$ cat src/rtl/torrence_types.sv
// Shared types for the memory-side blocks: operation sizes, arbiter states
// and the fixed requester numbering used by the miss ports.
package torrence_types;

  typedef enum logic [1:0] {
    SIZE_BYTE = 2'd0,
    SIZE_HALF = 2'd1,
    SIZE_WORD = 2'd2,
    SIZE_LINE = 2'd3
  } memory_operation_size_e;

  typedef enum logic [1:0] {
    IDLE = 2'd0,
    OWN0 = 2'd1,
    OWN1 = 2'd2
  } arb_state_e;

  localparam logic ICACHE_PORT = 1'b0;
  localparam logic DCACHE_PORT = 1'b1;

endpackage

$ cat src/rtl/counter.sv
// Loadable up/down counter with an optional terminal-count flag.
module counter #(
  parameter int WIDTH          = 3,
  parameter bit DOWN           = 1'b1,
  parameter bit CHECK_FOR_DONE = 1'b1
) (
  input  logic             clk,
  input  logic             reset,
  input  logic             clear,
  input  logic             load,
  input  logic [WIDTH-1:0] load_value,
  input  logic             enable,
  output logic             done
);

  logic [WIDTH-1:0] count;

  always_ff @(posedge clk or negedge reset) begin
    if (!reset) begin
      count <= '0;
    end else if (clear) begin
      count <= '0;
    end else if (load) begin
      count <= load_value;
    end else if (enable) begin
      count <= DOWN ? (count - WIDTH'(1)) : (count + WIDTH'(1));
    end
  end

  // Terminal count is zero when counting down, all-ones when counting up.
  assign done = CHECK_FOR_DONE && (DOWN ? (count == '0) : (&count));

endmodule

$ cat src/rtl/memory_arbiter.sv
// Two-port round-robin arbiter granting whole cache-line bursts on the single
// main-memory port; port 0 is the I-cache miss port, port 1 the D-cache.
module memory_arbiter
  import torrence_types::*;
#(
  parameter int XLEN      = 32,
  parameter int LINE_SIZE = 32
) (
  input  logic                 clk,
  input  logic                 reset,
  input  logic [1:0]           rq_valid,
  input  logic [1:0]           rq_op,
  input  logic [1:0][1:0]      rq_size,
  input  logic [1:0][XLEN-1:0] rq_address,
  input  logic [1:0][XLEN-1:0] rq_store_word,
  output logic [1:0]           rq_fulfilled,
  output logic [1:0][XLEN-1:0] rq_loaded_word,
  output logic                 mem_valid,
  output logic                 mem_op,
  output logic [1:0]           mem_size,
  output logic [XLEN-1:0]      mem_address,
  output logic [XLEN-1:0]      mem_store_word,
  input  logic                 mem_fulfilled,
  input  logic [XLEN-1:0]      mem_loaded_word,
  output logic                 owner,
  output logic                 busy
);

  localparam int WORDS_PER_LINE = LINE_SIZE / 4;
  localparam int CW             = $clog2(WORDS_PER_LINE);

  arb_state_e state, state_next;
  logic       last_grant;
  logic       grant;
  logic       port;
  logic       owned;
  logic       fire;
  logic       cnt_load, cnt_en, cnt_clear, cnt_done;

  assign owned = (state != IDLE);
  assign port  = (state == OWN1);
  assign fire  = mem_valid & mem_fulfilled;

  counter #(
    .WIDTH         (CW),
    .DOWN          (1'b1),
    .CHECK_FOR_DONE(1'b1)
  ) u_burst_cnt (
    .clk       (clk),
    .reset     (reset),
    .clear     (cnt_clear),
    .load      (cnt_load),
    .load_value(CW'(WORDS_PER_LINE - 1)),
    .enable    (cnt_en),
    .done      (cnt_done)
  );

  always_ff @(posedge clk or negedge reset) begin
    if (!reset) begin
      state      <= IDLE;
      last_grant <= 1'b1;
    end else begin
      state <= state_next;
      if (cnt_load) last_grant <= grant;
    end
  end

  always_comb begin
    state_next = state;
    grant      = last_grant;
    cnt_load   = 1'b0;
    cnt_en     = 1'b0;
    cnt_clear  = 1'b0;
    case (state)
      IDLE: begin
        if (|rq_valid) begin
          // On a tie the port that did not win last time goes next.
          grant      = (&rq_valid) ? ~last_grant : rq_valid[DCACHE_PORT];
          cnt_load   = 1'b1;
          state_next = grant ? OWN1 : OWN0;
        end
      end
      OWN0, OWN1: begin
        if (fire) begin
          if (cnt_done) begin
            state_next = IDLE;
            cnt_clear  = 1'b1;
          end else begin
            cnt_en = 1'b1;
          end
        end else if (!rq_valid[port]) begin
          state_next = IDLE;
          cnt_clear  = 1'b1;
        end
      end
      default: state_next = IDLE;
    endcase
  end

  always_comb begin
    mem_valid      = 1'b0;
    mem_op         = 1'b0;
    mem_size       = 2'd0;
    mem_address    = '0;
    mem_store_word = '0;
    rq_fulfilled   = 2'b00;
    rq_loaded_word = '0;
    if (owned) begin
      mem_valid            = rq_valid[port];
      mem_op               = rq_op[port];
      mem_size             = rq_size[port];
      mem_address          = rq_address[port];
      mem_store_word       = rq_store_word[port];
      rq_fulfilled[port]   = fire;
      rq_loaded_word[port] = mem_loaded_word;
    end
  end

  assign owner = last_grant;
  assign busy  = owned;

endmodule

$ cat config.mk
export PLATFORM = sky130hd
export DESIGN_NAME = memory_arbiter
export DESIGN_NICKNAME = d
export VERILOG_FILES = /design/src/rtl/torrence_types.sv /design/src/rtl/counter.sv /design/src/rtl/memory_arbiter.sv
export SDC_FILE = /design/constraint.sdc
export NUM_CORES = 1
export LEC_CHECK = 0
export CAP_MARGIN = 20
export CORE_AREA = 2 2 118 120
export DETAILED_ROUTE_END_ITERATION = 6
export DIE_AREA = 0 0 120 122
export SETUP_SLACK_MARGIN = 0.15
export SLEW_MARGIN = 15
export SYNTH_ARGS = -nofsm -noshare
export SYNTH_HDL_FRONTEND = slang
export SYNTH_SLANG_ARGS = --single-unit
$ cat constraint.sdc
create_clock -name clk -period 5.8 [get_ports clk]
set_input_delay 1.16 -clock clk [delete_from_list [all_inputs] [get_ports clk]]
set_output_delay 1.16 -clock clk [all_outputs]
set_load 0.02 [all_outputs]
---- After elaboration in Yosys (flattened, before gate mapping) ----
Index checks and enable logic that the tools add are counted.
operators by class
  add/sub/neg operators ................... 1
  magnitude comparators ................... 2
  equality and inequality tests ........... 5
  mux-type cells .......................... 40
  bitwise gates (word level) .............. 4
  reductions and logical operators ........ 10
operators with widths
  cell                 number
  $mux 32              7
  $and 64x64->64       1
  $mux 64              1
  $demux 32 s1         1
  $mux 2               9
  $mux 1               17
  $mux 3               3
  $ne 3x3->1 const B   2
  $reduce_and 3->1     2
  $pmux 2 s2           1
  $reduce_or 2->1      2
  $logic_not 3->1      1
  $reduce_bool 3->1    1
  $sub 3x1->3 const B  1
  $and 2x2->2          1
  $eq 2x1->1 const B   1
  $eq 2x2->1 const B   1
  $logic_not 2->1      1
  $lt 1x2->1 const B   1
  $ne 2x2->1 const B   1
  $reduce_and 2->1     1
  $reduce_bool 2->1    1
  $and 1x1->1          1
  $demux 1 s1          1
  other kinds (3)      3
storage, ports and cells
  register bits ........................... 6
  input bits .............................. 171
  output and inout bits ................... 136
  word-level logic and storage cells ...... 65

---- Depth between registers and ports, before layout ----
  depth after elaboration ................. 10
  depth in mapped cells ................... 7
  depth with buffers taken out ............ 6

---- Cells and area by module ----
Synthesis repeated with hierarchy kept, for this count alone.
second synthesis, totals
  cells, all modules ...................... 273
  area total of the unflattened synthesis .. 1956.9 µm²
by module, submodules not included
  module          times used  cells an instance  area each (µm²)  sequential area each (µm²)
  memory_arbiter  1           253                1745.4           76.3
  counter         1           20                 211.5            75.1

---- Worst setup path before layout ----
Ideal clock, no wire load.
  path kind ............................... input to output
  from .................................... input port mem_fulfilled
  to ...................................... output port rq_fulfilled[0]
  arrival ................................. 1.649 ns
  required time ........................... 4.640 ns
  slack ................................... 2.991 ns
  cell stages on the path ................. 2
  buffers on the path ..................... 0
  path through ............................ nor2b_1 -> and3b_1
on the way
  cells in the longest elaborated chain, start to end .. 3
ends and longest elaborated chain
  what                          line                   text
  start: declaration            memory_arbiter.sv:23   input logic mem_fulfilled,
  $and 1x1->1                   memory_arbiter.sv:42   assign fire = mem_valid & mem_fulfilled;
  $and 2x2->2 (no source line)  -
  $mux 2                        memory_arbiter.sv:108  if (owned) begin
  end: declaration              memory_arbiter.sv:16   output logic [1:0] rq_fulfilled,
No other way between the ends.

---- Final worst setup path ----
  from .................................... register state[0]
  to ...................................... output port mem_store_word[18]
on the way
  cells in the longest elaborated chain, start to end .. 4
  elaborated cells on any way between the ends .. 5
  classes of those cells .................. eq/ne: 1; mux: 3; reduce/logical: 1
ends and longest elaborated chain
  what                                         line                   text
  start: declaration                           memory_arbiter.sv:32   arb_state_e state, state_next;
  start signal: assignment                     memory_arbiter.sv:63   state <= state_next;
  $eq 2x2->1                                   memory_arbiter.sv:41   assign port = (state == OWN1);
  $mux 32 (implied by the code) (2 in series)  memory_arbiter.sv:113  mem_store_word = rq_store_word[port];
  $mux 32 *                                    memory_arbiter.sv:108
  end: declaration                             memory_arbiter.sv:22   output logic [XLEN-1:0] mem_store_word,
Mark *: on every way between the ends. The rest lies on a longest branch, timed or not. The select of a mux whose other input is x is not followed.

==> results.cfg <==
[setup_path]
crit_slowest_cell = dfrtp_1
critical_path.endpoint = mem_store_word[18]
reg2reg_from = state[0]
critPathBufInv = 3
path_delay_family = buffers and inverters
r2r_setup_slack_ns = 2.92
setup.worst_path.start = state[0]
crit_path_max_incr_delay_ns = 0.65
crit_chain = inv_1, ha_4, buf_4, mux2i_1, nor2_1, clkdlybuf4s50_1
crit_path_start_kind = flop
worst_r2r_endpoint = state[1]
path_max_fanout = 39
cp.required_ns = 4.64
critPathCaptureType = output port
rr_worst_depth = 7
crit_type = reg2out
path_depth = 6
cp_data_arrival_time_ns = 3.22

[timing]
holdWs_ns = 0.5459
finalSetupViolations = 0
rsz0062_at_grt = false
fin_crit_sh = 0.7558
fmax_mhz = 228.1
relSlewSlack = 0.4990
skew_ns = 0.0006853
tightest_slew_ns = 0.7515
setup_ws_ns = 1.417
tns_ns = 0
finalHoldViolCount = 0
finalMaxSlewViolations = 0
finalCriticalPeriod_ns = 4.383

[floorplan]
die-area_um2 = 14640
die_w_um = 120
core-area_um2 = 13500
ioPinCount = 307
rows = 43
die_y_um = 122
initial_core_util = 0.1375

[min_path]
min_path_type = reg2reg

[yosys]
synth_top_cell_by_area = mux2i_1
synthArstFlopShare = 1.000
syn_nets = 437
synthesis.area_um2 = 1857
ys_ff_latch = 6
synth_top_area_share = 0.3666
synth_area_leaders = mux2i_1 37%, and2_1 22%, nor2_1 14%
yosysWarningCount = 0
ys.flop_type = dfrtp_1
syn_avg_cell_area_um2 = 7.087
netlist-cell-type-count = 30
synth_edf_count = 0
synth_cells = 262
synth_seq_area_share = 0.08154

[run_status]
outcome = finished clean

[drt]
drt_first_pass_iters = 4
wl_mm = 9.826
post_drt_wl_per_cell_um = 13.39
vias_per_cell = 4.019
drt_iter0_markers = 67
ant_nets = 0
post-route-drc-count = 0
vias = 2950

[global_route]
met2_usage = 0.2393
grt_pass1_wl_mm = 14.41
overflow = 0
grt_usage = 0.1204
use_met3 = 0.03699
use_met1 = 0.1235
grt_pass1_vias = 2875
antenna_found_initial = 0
grt_start_max_net_pins = 59
gr-max-usage-layer = met2

[cts]
clk-insertion-delay-late_ns = 0.23
cts_tree = yes
clkTransAtPathRegs_ns = 0.03
clock_path_buffers = 2
root_buffer = clkbuf_16
ctsResizeCount = 0
numCtsBuffers = 3
post-cts-setup-buffer-count = 0
holdBufCountCts = 0
htree_levels = 1
clock_sinks = 6

[power_and_ir_drop]
power_density_nw_per_um2 = 376.4
p_leak_nw = 1.938
irDropWorstVdd_v = 0.0001778

[final_layout]
fin_util = 0.3828
mostFrequentLayoutCells = 306 x clkdlybuf4s50_1, 68 x mux2i_1, 68 x nor2_1
nets = 730
insertedDiodeCount = 0
drive_gt1_frac = 0.02708
syn_to_final_growth_pct = 178.4
final_common_cell = clkdlybuf4s50_1

[place]
dp_hpwl_mm = 8.281
gp_congestion = 0.7969
io_buffer_count = 306
pre_cts_slack_ns = 1.610

[job]
cap_violations = 0
-- how the worst min path moves through the flow --
stage | startpoint | end | cells after the start
after CTS | owner | owner | 2
final | owner | owner | 2
after floorplan | state[1] | state[1] | 2
after global placement | owner | owner | 2
after detailed placement | owner | owner | 2
after global routing | owner | owner | 2
-- power breakdown --
part | internal, mW | switching, mW | leakage [nW]
sequential | 0.0655 | 0.0319 | 0.0696
clock | 0.0914 | 0.0256 | 0.0382
combinational | 0.853 | 0.879 | 1.83
total | 1.01 | 0.936 | 1.94
-- state kept, by name, indices dropped and copies added (netlist names) --
| name | flops |
|---|---|
| u_burst_cnt.count | 3 |
| state | 2 |
| owner | 1 |
-- area by class of cell --
cell class	instances	area, um^2
clock buffer	4	78.83
fill	1402	8334
inverter	6	22.52
multi-input combinational	228	1599
sequential	6	151.4
tap	180	225.2
timing repair buffer	310	3093
-- through the flow --
stage	cell area (um^2)	power [mW]	cells
2_1_floorplan	1857	1.047	262
3_3_place_gp	5091	1.836	730
3_5_place_dp	5091	1.846	730
4_1_cts	5170	1.971	734
5_1_grt	5170	2.080	734
6_report	5170	1.946	734
-- synth_stat cells (2+ instances only) --
library cell,count
buf_1,3
a21oi_1,4
ha_1,4
clkbuf_1,10
and2_1,64
buf_2,7
inv_1,6
dfrtp_1,5
nor2_1,68
mux2i_1,68
buf_4,2
nor2b_1,2
o211ai_1,2
-- worst min-delay path, delay by kind of cell (launching register included) --
kind / cells / cell delay, ns
compound gates: 2 / 0.16
flops: 1 / 0.38
-- cell families after synthesis --
| group | count (synthesis) | synth area share |
|---|---|---|
| AOI/OAI and AO/OA | 14 | 0.04987 |
| DFF | 6 | 0.08154 |
| buffers and inverters | 28 | 0.06536 |
| and+or+nand+nor | 138 | 0.3801 |
| adders and majority gates | 4 | 0.02696 |
| xor gates and xnor gates | 2 | 0.009436 |
| muxes | 70 | 0.3868 |
-- per-layer routing --
layer,vias to the layer above,part of all wire
met5,-,0
met4,0,0.0067
met3,4,0.11
met2,170,0.54
met1,1331,0.34
li1,1445,-
Note: power is estimated with default switching activity, not from simulation.
